===== config.mk =====
export PLATFORM = sky130hd
export DESIGN_NAME = mul_csa_seq_flat
export DESIGN_NICKNAME = d
export VERILOG_FILES = /design/src/rtl/mul_csa_seq_if.sv /design/src/rtl/mul_csa_seq.sv /design/src/flat_wrapper.sv
export SDC_FILE = /design/constraint.sdc
export NUM_CORES = 1
export LEC_CHECK = 0
export BUFFER_PORTS_ARGS = -buffer_cell sky130_fd_sc_hd__clkbuf_2
export CORE_UTILIZATION = 45
export CTS_CLUSTER_DIAMETER = 30
export DETAILED_ROUTE_END_ITERATION = 7
export PLACE_DENSITY = 0.75
export SLEW_MARGIN = 30
export SYNTH_ARGS = -nofsm -noshare
export SYNTH_HDL_FRONTEND = slang
export SYNTH_SLANG_ARGS = --single-unit

===== constraint.sdc =====
create_clock -name clk -period 13.38 [get_ports clk]
set_clock_uncertainty 0.15 [all_clocks]
set_input_delay 0.669 -clock clk [delete_from_list [all_inputs] [get_ports clk]]
set_output_delay 0.669 -clock clk [all_outputs]
set_load 0.01 [all_outputs]

===== src/rtl/mul_csa_seq_if.sv =====
// mul_csa_seq_if: operand/product handshake bundle for the iterative
// carry-save multiplier. The master side offers operands and consumes the
// product; the slave side is the multiplier.
interface mul_csa_seq_if #(
    parameter int N = 24
);
    logic             in_valid;
    logic             in_ready;
    logic [N-1:0]     in_a;
    logic [N-1:0]     in_b;
    logic             out_valid;
    logic             out_ready;
    logic [2*N-1:0]   out_p;
    logic             busy;

    modport master (
        output in_valid, in_a, in_b, out_ready,
        input  in_ready, out_valid, out_p, busy
    );

    modport slave (
        input  in_valid, in_a, in_b, out_ready,
        output in_ready, out_valid, out_p, busy
    );
endinterface


===== src/rtl/mul_csa_seq.sv =====
// mul_csa_seq: iterative radix-4 carry-save multiplier for the FPU
// significand path. Two multiplier bits retire per ITER cycle through a 4:2
// compressor into a redundant sum/carry pair; one carry-propagate add in
// RESOLVE produces the 2N-bit product. One multiplication in flight.
// Optional feature macro: EARLY_TERM_EN -- leave ITER as soon as no
// multiplier bits remain above the pair being consumed.
module mul_csa_seq #(
    parameter  int N  = 24,
    localparam int CW = $clog2(N/2)
) (
    input  logic            clk,
    input  logic            rst,
    mul_csa_seq_if.slave    bus
);
    localparam int          W        = 2 * N;
    localparam logic [CW-1:0] LAST_CNT = CW'(N/2 - 1);

    typedef enum logic [1:0] {
        IDLE    = 2'd0,
        ITER    = 2'd1,
        RESOLVE = 2'd2,
        DONE    = 2'd3
    } state_t;

    // 4:2 compressor built from two carry-save layers; returns {carry, sum}
    // truncated to W bits (exact because the product never reaches 2^W).
    function automatic logic [2*W-1:0] ftadd(
        input logic [W-1:0] x,
        input logic [W-1:0] y,
        input logic [W-1:0] z,
        input logic [W-1:0] w
    );
        logic [W-1:0] s1;
        logic [W-1:0] c1;
        logic [W-1:0] s2;
        logic [W-1:0] c2;
        s1 = x ^ y ^ z;
        c1 = ((x & y) | (x & z) | (y & z)) << 1;
        s2 = s1 ^ w ^ c1;
        c2 = ((s1 & w) | (s1 & c1) | (w & c1)) << 1;
        return {c2, s2};
    endfunction

    state_t           state_q, state_d;
    logic [W-1:0]     a_q, a_d;
    logic [N-1:0]     b_q, b_d;
    logic [W-1:0]     sum_q, sum_d;
    logic [W-1:0]     car_q, car_d;
    logic [CW-1:0]    cnt_q, cnt_d;
    logic [W-1:0]     out_p_q, out_p_d;
    logic             out_valid_q, out_valid_d;

    logic [W-1:0]     pp0;
    logic [W-1:0]     pp1;
    logic [2*W-1:0]   csa;
    logic             iter_last;

`ifdef EARLY_TERM_EN
    // Stop once the pair being consumed now is the last non-zero one.
    assign iter_last = (cnt_q == LAST_CNT) || (b_q[N-1:2] == '0);
`else
    assign iter_last = (cnt_q == LAST_CNT);
`endif

    assign bus.in_ready  = (state_q == IDLE) && !rst;
    assign bus.out_valid = out_valid_q;
    assign bus.out_p     = out_p_q;
    assign bus.busy      = (state_q == ITER) || (state_q == RESOLVE);

    // Next-state and datapath update for the accept/iterate/resolve/hold sequence.
    always_comb begin
        state_d     = state_q;
        a_d         = a_q;
        b_d         = b_q;
        sum_d       = sum_q;
        car_d       = car_q;
        cnt_d       = cnt_q;
        out_p_d     = out_p_q;
        out_valid_d = out_valid_q;
        pp0         = b_q[0] ? a_q : '0;
        pp1         = b_q[1] ? (a_q << 1) : '0;
        csa         = ftadd(sum_q, car_q, pp0, pp1);

        case (state_q)
            IDLE: begin
                if (bus.in_valid) begin
                    a_d     = {{N{1'b0}}, bus.in_a};
                    b_d     = bus.in_b;
                    sum_d   = '0;
                    car_d   = '0;
                    cnt_d   = '0;
                    state_d = ITER;
                end
            end
            ITER: begin
                sum_d = csa[W-1:0];
                car_d = csa[2*W-1:W];
                a_d   = a_q << 2;
                b_d   = b_q >> 2;
                cnt_d = cnt_q + 1'b1;
                if (iter_last) begin
                    state_d = RESOLVE;
                end
            end
            RESOLVE: begin
                out_p_d     = sum_q + car_q;
                out_valid_d = 1'b1;
                state_d     = DONE;
            end
            DONE: begin
                if (bus.out_ready) begin
                    out_valid_d = 1'b0;
                    state_d     = IDLE;
                end
            end
            default: begin
                state_d = IDLE;
            end
        endcase
    end

    // State and datapath registers; reset aborts any operation in flight.
    always_ff @(posedge clk or posedge rst) begin
        if (rst) begin
            state_q     <= IDLE;
            a_q         <= '0;
            b_q         <= '0;
            sum_q       <= '0;
            car_q       <= '0;
            cnt_q       <= '0;
            out_p_q     <= '0;
            out_valid_q <= 1'b0;
        end else begin
            state_q     <= state_d;
            a_q         <= a_d;
            b_q         <= b_d;
            sum_q       <= sum_d;
            car_q       <= car_d;
            cnt_q       <= cnt_d;
            out_p_q     <= out_p_d;
            out_valid_q <= out_valid_d;
        end
    end
endmodule

===== src/flat_wrapper.sv =====
// flat-port wrapper written by rule: the top's interface ports become plain ports
module mul_csa_seq_flat 
#(
    parameter  int N  = 24,
    localparam int CW = $clog2(N/2)
)
  (clk, rst, bus_in_valid, bus_in_a, bus_in_b, bus_out_ready, bus_in_ready, bus_out_valid, bus_out_p, bus_busy);
  mul_csa_seq_if #(.N(N)) bus_i ();
  input  logic clk;
  input  logic rst;
  input wire logic [$bits(bus_i.in_valid)-1:0] bus_in_valid;
  input wire logic [$bits(bus_i.in_a)-1:0] bus_in_a;
  input wire logic [$bits(bus_i.in_b)-1:0] bus_in_b;
  input wire logic [$bits(bus_i.out_ready)-1:0] bus_out_ready;
  output wire logic [$bits(bus_i.in_ready)-1:0] bus_in_ready;
  output wire logic [$bits(bus_i.out_valid)-1:0] bus_out_valid;
  output wire logic [$bits(bus_i.out_p)-1:0] bus_out_p;
  output wire logic [$bits(bus_i.busy)-1:0] bus_busy;
  assign bus_i.in_valid = bus_in_valid;
  assign bus_i.in_a = bus_in_a;
  assign bus_i.in_b = bus_in_b;
  assign bus_i.out_ready = bus_out_ready;
  assign bus_in_ready = bus_i.in_ready;
  assign bus_out_valid = bus_i.out_valid;
  assign bus_out_p = bus_i.out_p;
  assign bus_busy = bus_i.busy;
  mul_csa_seq #(.N(N)) u_core (.clk(clk), .rst(rst), .bus(bus_i));
endmodule

==> results of run 1 <==
cell usage after synthesis, types with 3 or more instances:
master and instances:
nor2_1 87, nor2b_1 6, a21o_1 18, buf_1 7
a31oi_1 8, or3_1 3, o211ai_1 5, or4_1 3
nor3_1 7, nand3_1 13, o21bai_1 6, a211oi_1 6
o21a_1 7, inv_1 20, a22o_1 118, nand2_1 70
ha_1 52, o311ai_0 4, fa_1 92, o21ai_0 46
mux2i_1 4, clkbuf_1 63, and2_1 93, xnor2_1 20
dfrtp_1 221, a21oi_1 72, o22ai_1 58, xor2_1 17
nand4_1 13, mux2_2 34, nand2b_1 7
kinds of logic (layout without fill, tap and decap cells):
family	after synthesis	in the layout	share of synthesized area
buffers and inverters	95	222	0.0270
multiplexers	38	38	0.0316
flip-flops	221	221	0.413
XOR/XNOR	37	37	0.0242
AO/OA/AOI/OAI	377	377	0.201
AND/OR/NAND/NOR	313	313	0.117
adder cells (fa/ha/maj)	144	144	0.186
cell usage in the layout (no fill, tap or decap), types with 20 or more instances in the layout:
cell type,n
dfrtp_1,221
a22o_1,118
clkbuf_2,102
and2_1,92
fa_1,92
nor2_1,87
a21oi_1,72
nand2_1,70
o22ai_1,58
ha_1,51
clkbuf_16,49
o21ai_0,45
mux2_2,34
xnor2_1,20
metrics by stage:
| stage | cells | hold slack, ns | power, W | util | setup WS (ns) |
|---|---|---|---|---|---|
| after floorplan | 1225 | 0.300 | 0.00221 | - | 6.51 |
| after global placement | 1646 | 0.317 | 0.00257 | 0.490 | 9.60 |
| after detailed placement | 1646 | 0.329 | 0.00264 | 0.490 | 9.47 |
| after CTS | 1736 | 0.183 | 0.00405 | 0.556 | 9.47 |
| after global routing | 1736 | 0.149 | 0.00431 | 0.556 | 9.07 |
| final | 1736 | 0.0393 | 0.00402 | 0.556 | 9.38 |
sequential cells by signal, summed over array words and instances, names as in the netlist:
register	flops
u_core.a_q	48
u_core.b_q	24
u_core.bus.out_p	48
u_core.bus.out_valid	1
u_core.car_q	46
u_core.cnt_q	4
u_core.state_q	2
u_core.sum_q	48
metal layers:
metal	vias up	GRT usage	wire length, µm
met4	0	0.0764	916
met5	-	0	0
met1	5077	0.325	15300
met3	65	0.0464	1900
met2	344	0.331	14400
li1	4620	-	-
power by group through the flow:
stage	Sequential (W)	Clock (W)	Combinational, W
floorplan	0.00104	0	0.00117
global placement	0.00107	0	0.00149
detailed placement	0.00108	0	0.00156
CTS	0.00107	0.00138	0.00160
global route	0.00110	0.00141	0.00179
finish	0.00107	0.00136	0.00159
area by class of cell:
type	count	share of cell area
Sequential cell	221	0.344
Inverter	21	0.00568
Clock buffer	56	0.0803
Clock inverter	34	0.0375
Timing Repair Buffer	111	0.0364
Multi-Input combinational cell	909	0.467
Tap cell	384	0.0299
worst max-delay path by stage:
stage,depth (start not counted),startpoint,endpoint,slack [ns]
finish,7,u_core.state_q[1]$_DFFE_PP0P_,u_core.car_q[44]$_DFFE_PP0P_,9.38
global placement,7,u_core.state_q[0]$_DFFE_PP0P_,u_core.sum_q[46]$_DFFE_PP0P_,9.60
global route,7,u_core.state_q[1]$_DFFE_PP0P_,u_core.a_q[37]$_DFFE_PP0P_,9.07
detailed placement,7,u_core.state_q[1]$_DFFE_PP0P_,u_core.a_q[46]$_DFFE_PP0P_,9.47
CTS,7,u_core.state_q[0]$_DFFE_PP0P_,u_core.car_q[44]$_DFFE_PP0P_,9.47
floorplan,1,rst,u_core.a_q[0]$_DFFE_PP0P_,6.51
==> flow_metrics.tcl, run 1 <==
set metrics [dict create \
    run_status "finished clean" \
    dr.first_iter.drc_count 671 \
    p_int_w 0.00252 \
    hold_violations 0 \
    place_area_um2 14200 \
    path_clk_slew_ns 0.05 \
    switching_share 0.374 \
    cts_tree "yes" \
    grt_antenna_before_repair 0 \
    postCtsSetupBuffers 0 \
    cp_num_buf_inv 3 \
    p_leak_nw 7.66 \
    synth_top_area_cell "dfrtp_1" \
    die_y_um 174 \
    synth-main-ff-cell "dfrtp_1" \
    initial_utilization 0.462 \
    synth-seq-cells 221 \
    routed_wl_mm 32.5 \
    p_clk_frac 0.339 \
    grt_pass1_wl_mm 54.9 \
    firstDrtPassIters 5 \
    multi_input_area_um2 7510 \
    dieArea_um2 30400 \
    max_freq_ghz 0.250 \
    synth_edf_count 0 \
    cts_buffers 48 \
    grt_use_total 0.223 \
    yosys-top-cells-area "dfrtp_1 41%, fa_1 14%, a22o_1 7.7%" \
    portBuffers 102 \
    arrival_ns 4.31 \
    first_global_vias 10400 \
    critical-path-max-stage-delay_ns 0.77 \
    num_rows 62 \
    path_cells "inv_1, ha_1, nand2b_1, o21ai_4, buf_4, buf_4, a22o_1" \
    yosys_warnings 0 \
    setup-tns-final_ns 0 \
    critPathLaunchType "register" \
    cts_root_buffer "clkbuf_16" \
    crit_type "reg -> reg" \
    combPwrFrac 0.394 \
    ctsHoldBuffers 0 \
    die_w_um 174 \
    wl_per_cell_um 18.7 \
    irDropWorstVdd_v 0.000130 \
    finalCriticalPeriod_ns 4.00 \
    area_growth_pct 20.3 \
    dp_hpwl_mm 22.1 \
    routabilityCongestion 0.913 \
    powerDensity_nw_per_um2 250 \
    vias 10100 \
    syn_nets 1421 \
    clkLatencyLatePin_ns 0.54 \
    cts.sinks 221 \
    yosys.cell_types.count 64 \
    ant_nets 0 \
    io_pins 103 \
    hold_path_class "in -> async" \
    synth_cells 1225 \
    power.switching_w 0.00151 \
    clock_path_buffers 3 \
    reg2reg_slack_ns 9.38 \
    slew_headroom 0.387 \
    maxCapViolCount 0 \
    cpMaxStageDelayCell "ha_1" \
    setup_violations 0 \
    endpoint_kind "register" \
    final_area_um2 16100 \
    drcViolationCount 0 \
    ff2ff_path_depth 7 \
    antenna_cells 0 \
    synth_area_um2 13400 \
    fillers 2379 \
    yosysTopAreaCellShare 0.413 \
    path_max_fanout 67 \
    finalCritPeriodShare 0.299 \
    r2r_end "u_core.car_q[44]$_DFFE_PP0P_" \
    core_um2 28900 \
    slew_violations 0 \
    grt_overflow 0 \
    rsz0062_at_grt "false" \
    tightest_slew_ns 0.919 \
    cpMostUsedCell "buf_4" \
    r2r-start "u_core.state_q[1]$_DFFE_PP0P_" \
    seq_area_frac_synth 0.413 \
    grt_max_degree 144 \
    fin_nets 1508 \
    crit_family "buffers and inverters" \
    h-tree-depth 2 \
    register_area_um2 5530 \
    drive_gt1_frac 0.186 \
    ys_async_sr_fraction 1.00 \
    seq_power_share 0.267 \
    syn_area_per_cell_um2 10.9 \
    cts_resized 0 \
    crit_required_ns 13.69 \
    post_drt_via_cell_ratio 5.82 \
]
Note: power is estimated with default switching activity, not from simulation.
==> run 2, diff against run 1 <==
--- a/config.mk
+++ b/config.mk
@@ -5,11 +5,12 @@
 export SDC_FILE = /design/constraint.sdc
 export NUM_CORES = 1
 export LEC_CHECK = 0
+export ABC_AREA = 1
 export BUFFER_PORTS_ARGS = -buffer_cell sky130_fd_sc_hd__clkbuf_2
 export CORE_UTILIZATION = 45
 export CTS_CLUSTER_DIAMETER = 30
 export DETAILED_ROUTE_END_ITERATION = 7
-export PLACE_DENSITY = 0.75
+export PLACE_DENSITY = 0.77
 export SLEW_MARGIN = 30
 export SYNTH_ARGS = -nofsm -noshare
 export SYNTH_HDL_FRONTEND = slang
==> constraint.sdc (replaced) <==
create_clock -name clk -period 3.3 [get_ports clk]
set_clock_uncertainty 0.15 [all_clocks]
set_input_delay 0.165 -clock clk [delete_from_list [all_inputs] [get_ports clk]]
set_output_delay 0.165 -clock clk [all_outputs]
set_load 0.01 [all_outputs]
==> flow_metrics.tcl, run 2 <==
set metrics [dict create \
    yosysMostFrequentCell "nand2_1" \
    tightest_slew_ns 0.786 \
    yosys_warnings 0 \
    drive_gt1_frac 0.119 \
    synth_cells 1825 \
    critPathLaunchType "register" \
    ys_async_sr_fraction 1.00 \
    ant_nets 0 \
    die_y_um 183 \
    cts_resized 0 \
    powerDensity_nw_per_um2 801 \
    synth_area_um2 14700 \
    post_drt_via_cell_ratio 5.17 \
    p_clk_frac 0.378 \
    cts.sinks 221 \
    synth_top_area_cell "dfrtp_1" \
    dieArea_um2 33500 \
    grt_antenna_before_repair 0 \
    path_cells "ha_1, fa_1, nand3_1, nand3_1, nand2_1, nand2_1, nand2_1, nand3_2, nand2_1, nand2_1, nand2_1, nand3_1, nand2_1" \
    yosys-top-cells-area "dfrtp_1 38%, nand2_1 16%, fa_1 13%" \
    hold_path_class "in -> async" \
    routed_wl_mm 39.5 \
    arrival_ns 2.92 \
    grt_use_total 0.248 \
    finalCriticalPeriod_ns 2.60 \
    synth-main-ff-cell "dfrtp_1" \
    synth_edf_count 0 \
    seq_area_frac_synth 0.375 \
    cpMaxStageDelayCell "fa_1" \
    irDropWorstVdd_v 0.000994 \
    critical-path-max-stage-delay_ns 0.43 \
    place_area_um2 15600 \
    switching_share 0.375 \
    combPwrFrac 0.325 \
    grt_pass1_wl_mm 66.3 \
    syn_nets 2021 \
    h-tree-depth 2 \
    vias 12700 \
    dp_hpwl_mm 26.9 \
    portBuffers 102 \
    cpMostUsedCell "nand2_1" \
    dr.first_iter.drc_count 872 \
    wl_per_cell_um 16.1 \
    final_common_cell "nand2_1" \
    path_max_fanout 5 \
    setup-tns-final_ns 0 \
    routabilityCongestion 0.929 \
    p_int_w 0.00905 \
    final_area_um2 18100 \
    fin_nets 2182 \
    p_leak_nw 10.3 \
    die_w_um 183 \
    run_status "finished clean" \
    antenna_cells 0 \
    cts_tree "yes" \
    initial_utilization 0.462 \
    setup_violations 0 \
    syn_area_per_cell_um2 8.07 \
    drcViolationCount 0 \
    layout_common_cells "615 x nand2_1, 334 x inv_1, 221 x dfrtp_1, 102 x clkbuf_2, 92 x fa_1" \
    num_rows 65 \
    rsz0062_at_grt "false" \
    fillers 2822 \
    hold_violations 0 \
    first_global_vias 13300 \
    maxCapViolCount 0 \
    grt_overflow 0 \
    clock_path_buffers 3 \
    io_pins 103 \
    crit_required_ns 3.62 \
    cts_buffers 52 \
    synth-seq-cells 221 \
    slew_violations 0 \
    core_um2 31900 \
    crit_type "reg -> reg" \
    firstDrtPassIters 5 \
    area_growth_pct 22.7 \
    seq_power_share 0.297 \
    path_clk_slew_ns 0.05 \
    finalCritPeriodShare 0.787 \
    power.switching_w 0.00543 \
    clkLatencyLatePin_ns 0.58 \
    grt_max_degree 114 \
    endpoint_kind "register" \
    max_freq_ghz 0.385 \
    slew_headroom 0.476 \
    yosys.cell_types.count 38 \
    yosysTopAreaCellShare 0.375 \
    cts_root_buffer "clkbuf_16" \
    yosys-top-cells-count "615 x nand2_1, 335 x inv_1, 221 x dfrtp_1" \
]
-- run 2: cell count changes in the layout (fill, tap and decap cells not counted), moves of 17 or more --
cell	before	now
dlygate4sd3_1	0	50
nand2_1	70	615
mux2_2	34	0
a22o_1	118	89
a21oi_1	72	30
and2_1	92	0
inv_1	19	334
nand3_1	12	74
o22ai_1	58	25
a21o_1	18	1
-- run 2: worst max-delay path, delay by kind of cell, from the launching register on --
family                   cells  cell delay, ns
adder cells (fa/ha/maj)      2            0.73
AND/OR/NAND/NOR             11            1.18
flip-flops                   1            0.42
-- run 2: power by group through the flow --
stage / sequential [W] / clock (W) / combinational [W]
2_1_floorplan: 0.00421 / 0 / 0.00330
3_3_place_gp: 0.00426 / 0 / 0.00439
3_5_place_dp: 0.00430 / 0 / 0.00456
4_1_cts: 0.00428 / 0.00553 / 0.00468
5_1_grt: 0.00440 / 0.00568 / 0.00525
6_report: 0.00430 / 0.00547 / 0.00471
-- run 2: timing repair --
| item | CTS | global route |
|---|---|---|
| buffers inserted | 0 | 0 |
| hold endpoints to repair | 85 | 0 |
| hold buffers | 50 | 0 |
-- run 2: logic make-up (layout without fill, tap and decap cells) --
| group | count (synthesis) | count (layout) | share of synthesized area |
|---|---|---|---|
| compound gates | 224 | 224 | 0.108 |
| xor+xnor | 28 | 28 | 0.0166 |
| fa+ha+maj | 144 | 144 | 0.169 |
| buf+inv | 399 | 600 | 0.108 |
| flops | 221 | 221 | 0.375 |
| simple gates | 809 | 809 | 0.223 |
-- run 2: per-layer routing --
layer	vias up	track usage	wire length (µm)
li1	6036	-	-
met1	6132	0.336	17600
met2	465	0.402	18300
met3	91	0.0387	2430
met4	0	0.0913	1110
met5	-	0	0
-- run 2: worst paths after layout --
kind	start	to	slack (ns)	depth (start not counted)
max	u_core.car_q[2]$_DFFE_PP0P_	u_core.bus.out_p[32]$_DFFE_PP0P_	0.70	13
min	rst	u_core.b_q[22]$_DFFE_PP0P_	0.02	3
max reg2reg	u_core.car_q[2]$_DFFE_PP0P_	u_core.bus.out_p[32]$_DFFE_PP0P_	0.70	13
min reg2reg	u_core.b_q[0]$_DFFE_PP0P_	u_core.b_q[0]$_DFFE_PP0P_	0.32	2
max in group asynchronous	rst	u_core.bus.out_p[25]$_DFFE_PP0P_	1.98	5
min in group clk	bus_in_valid	u_core.b_q[6]$_DFFE_PP0P_	0.04	5
-- run 2: layout make-up --
class	instances	area, µm²	share of cell area
Clock inverter	31	500	0.0277
Sequential cell	221	5530	0.306
Tap cell	435	544	0.0301
Multi-Input combinational cell	1205	7620	0.422
Inverter	339	1280	0.0707
Timing Repair Buffer	167	1190	0.0660
Clock buffer	63	1400	0.0776
-- run 2: per-stage QoR --
| stage | power [W] | utilization | setup slack, ns | instances | hold slack [ns] |
|---|---|---|---|---|---|
| finish | 0.0145 | 0.567 | 0.704 | 2461 | 0.0196 |
| global route | 0.0153 | 0.567 | 0.469 | 2461 | 0.0434 |
| CTS | 0.0145 | 0.566 | 0.723 | 2460 | 0.0120 |
| detailed placement | 0.00886 | 0.491 | 0.796 | 2316 | 0.232 |
| global placement | 0.00866 | 0.491 | 0.876 | 2316 | 0.226 |
| floorplan | 0.00751 | - | 0.103 | 1825 | 0.136 |
==> run 3, diff against run 2 <==
--- a/config.mk
+++ b/config.mk
@@ -5,12 +5,12 @@
 export SDC_FILE = /design/constraint.sdc
 export NUM_CORES = 1
 export LEC_CHECK = 0
-export ABC_AREA = 1
+export ABC_AREA = 0
 export BUFFER_PORTS_ARGS = -buffer_cell sky130_fd_sc_hd__clkbuf_2
 export CORE_UTILIZATION = 45
 export CTS_CLUSTER_DIAMETER = 30
 export DETAILED_ROUTE_END_ITERATION = 7
-export PLACE_DENSITY = 0.77
+export PLACE_DENSITY = 0.75
 export SLEW_MARGIN = 30
 export SYNTH_ARGS = -nofsm -noshare
 export SYNTH_HDL_FRONTEND = slang
==> constraint.sdc (replaced) <==
create_clock -name clk -period 2.4 [get_ports clk]
set_clock_uncertainty 0.15 [all_clocks]
set_input_delay 0.12 -clock clk [delete_from_list [all_inputs] [get_ports clk]]
set_output_delay 0.12 -clock clk [all_outputs]
set_load 0.01 [all_outputs]
==> flow_metrics.tcl, run 3 (synthesized netlist as in run 1, its figures left out) <==
set metrics [dict create \
    run_status "finished, violations left" \
    violations "negative setup slack" \
    first_global_vias 12400 \
    reg2reg_slack_ns -0.51 \
    hold_violations 0 \
    firstDrtPassIters 5 \
    dieArea_um2 30400 \
    cts_tree "yes" \
    die_w_um 174 \
    io_pins 103 \
    drive_gt1_frac 0.350 \
    use_met1 0.346 \
    critPathLaunchType "register" \
    vias 11900 \
    cts_root_buffer "clkbuf_16" \
    irDropWorstVdd_v 0.000834 \
    num_rows 62 \
    area_growth_pct 44.2 \
    grt_overflow 0 \
    slew_headroom 0.510 \
    ant_nets 0 \
    busiest_layer "met2" \
    dp_hpwl_mm 25.2 \
    rsz0062_at_grt "true" \
    fin_ws_ns -0.509 \
    path_max_fanout 4 \
    endpoint_kind "register" \
    clock_path_buffers 3 \
    maxCapViolCount 0 \
    max_freq_ghz 0.344 \
    slew_violations 0 \
    final_common_cell "buf_4" \
    hold_depth 6 \
    use_met3 0.0497 \
    portBuffers 102 \
    arrival_ns 3.25 \
    fin_cells 2034 \
    cts_buffers 49 \
    cts.sinks 221 \
    wl_per_cell_um 20.2 \
    crit_type "reg -> reg" \
    initial_utilization 0.462 \
    grt_use_total 0.263 \
    ff2ff_path_depth 10 \
    r2r-start "u_core.car_q[3]$_DFFE_PP0P_" \
    finalCriticalPeriod_ns 2.91 \
    layout_common_cells "228 x buf_4, 221 x dfrtp_1, 118 x a22o_1, 102 x clkbuf_2, 92 x and2_1" \
    post_drt_via_cell_ratio 5.84 \
    place_inst 1875 \
    powerDensity_nw_per_um2 1310 \
    routabilityCongestion 0.907 \
    clkLatencyLatePin_ns 0.57 \
    hp-start "bus_in_valid" \
    dr.first_iter.drc_count 1080 \
    hold_path_class "in -> reg" \
    r2r_end "u_core.bus.out_p[40]$_DFFE_PP0P_" \
    use_met2 0.426 \
    fin_nets 1806 \
    grt_antenna_before_repair 0 \
    p_leak_nw 9.29 \
    routed_wl_mm 41.1 \
    core_um2 28900 \
    grt_max_degree 129 \
    grt_pass1_wl_mm 64.1 \
    path_clk_slew_ns 0.05 \
    antenna_cells 0 \
    hold_end "u_core.sum_q[47]$_DFFE_PP0P_" \
    finalCritPeriodShare 1.21 \
    die_y_um 174 \
    crit_required_ns 2.74 \
    setup_violations 38 \
    drcViolationCount 0 \
    tightest_slew_ns 0.736 \
    h-tree-depth 2 \
    p_total_w 0.0253 \
]
[run 3: cell count changes in the layout (fill, tap and decap cells not counted), sizes merged, moves of 9 or more]
cell / change
a21o: +18
mux2: +34
a21oi: +43
o221ai: -10
o22ai: +33
xor2: +14
nand3: -67
buf: +238
nand2: -549
a22o: +29
and2: +93
a22oi: -9
inv: -316
[run 3: stage by stage]
stage / setup TNS (ns) / area, µm² / util / hold slack [ns] / setup WS, ns
finish: -12.88 / 19300 / 0.666 / 0.0653 / -0.509
global route: -15.67 / 19300 / 0.666 / 0.0889 / -0.589
CTS: -9.57 / 18900 / 0.654 / 0.0419 / -0.529
detailed placement: -11.54 / 16100 / 0.557 / 0.191 / -0.528
global placement: -9.77 / 16100 / 0.557 / 0.184 / -0.467
floorplan: -170.46 / 13500 / - / 0.0786 / -0.752
[run 3: power breakdown]
group | switching [W] | internal (W)
logic | 0.00642 | 0.00569
clock network | 0.00227 | 0.00500
registers | 0.00101 | 0.00489
total | 0.00970 | 0.0156
[run 3: layout make-up]
class / instances / area [µm²]
fill: 1933 / 9650
multi-input combinational: 909 / 8270
sequential: 221 / 5530
timing repair buffer: 408 / 3110
clock buffer: 59 / 1310
clock inverter: 32 / 495
tap: 384 / 480
inverter: 21 / 82.6
[run 3: repair_timing]
action | in CTS | in global routing
resized for setup | 77 | 53
pin swaps | 42 | 24
buffers inserted | 12 | 9
hold buffers | 53 | 0
hold endpoints to repair | 272 | 0
endpoints found under the setup margin | 36 | 38
[run 3: how the worst max path moves through the flow]
stage / startpoint / end / cells after the start
global placement: u_core.car_q[4]$_DFFE_PP0P_ / u_core.bus.out_p[37]$_DFFE_PP0P_ / 9
CTS: u_core.car_q[2]$_DFFE_PP0P_ / u_core.bus.out_p[42]$_DFFE_PP0P_ / 10
floorplan: rst / u_core.a_q[0]$_DFFE_PP0P_ / 1
global route: u_core.sum_q[2]$_DFFE_PP0P_ / u_core.bus.out_p[40]$_DFFE_PP0P_ / 10
detailed placement: u_core.sum_q[2]$_DFFE_PP0P_ / u_core.bus.out_p[40]$_DFFE_PP0P_ / 10
finish: u_core.car_q[3]$_DFFE_PP0P_ / u_core.bus.out_p[40]$_DFFE_PP0P_ / 10
[run 3: routing by layer]
metal	wire length [µm]	up-vias
met1	17100	6005
met3	2650	116
met4	1480	0
met5	0	-
li1	-	5227
met2	19900	521
[run 3: critical path, stage by stage (launching register included)]
cell,delay [ns]
dfrtp_1,0.42
buf_6,0.15
fa_2,0.39
a21o_1,0.22
a21oi_4,0.22
o21ai_4,0.10
a2111oi_4,0.35
or3_4,0.24
a21oi_4,0.08
or4_1,0.41
nand4_1,0.09
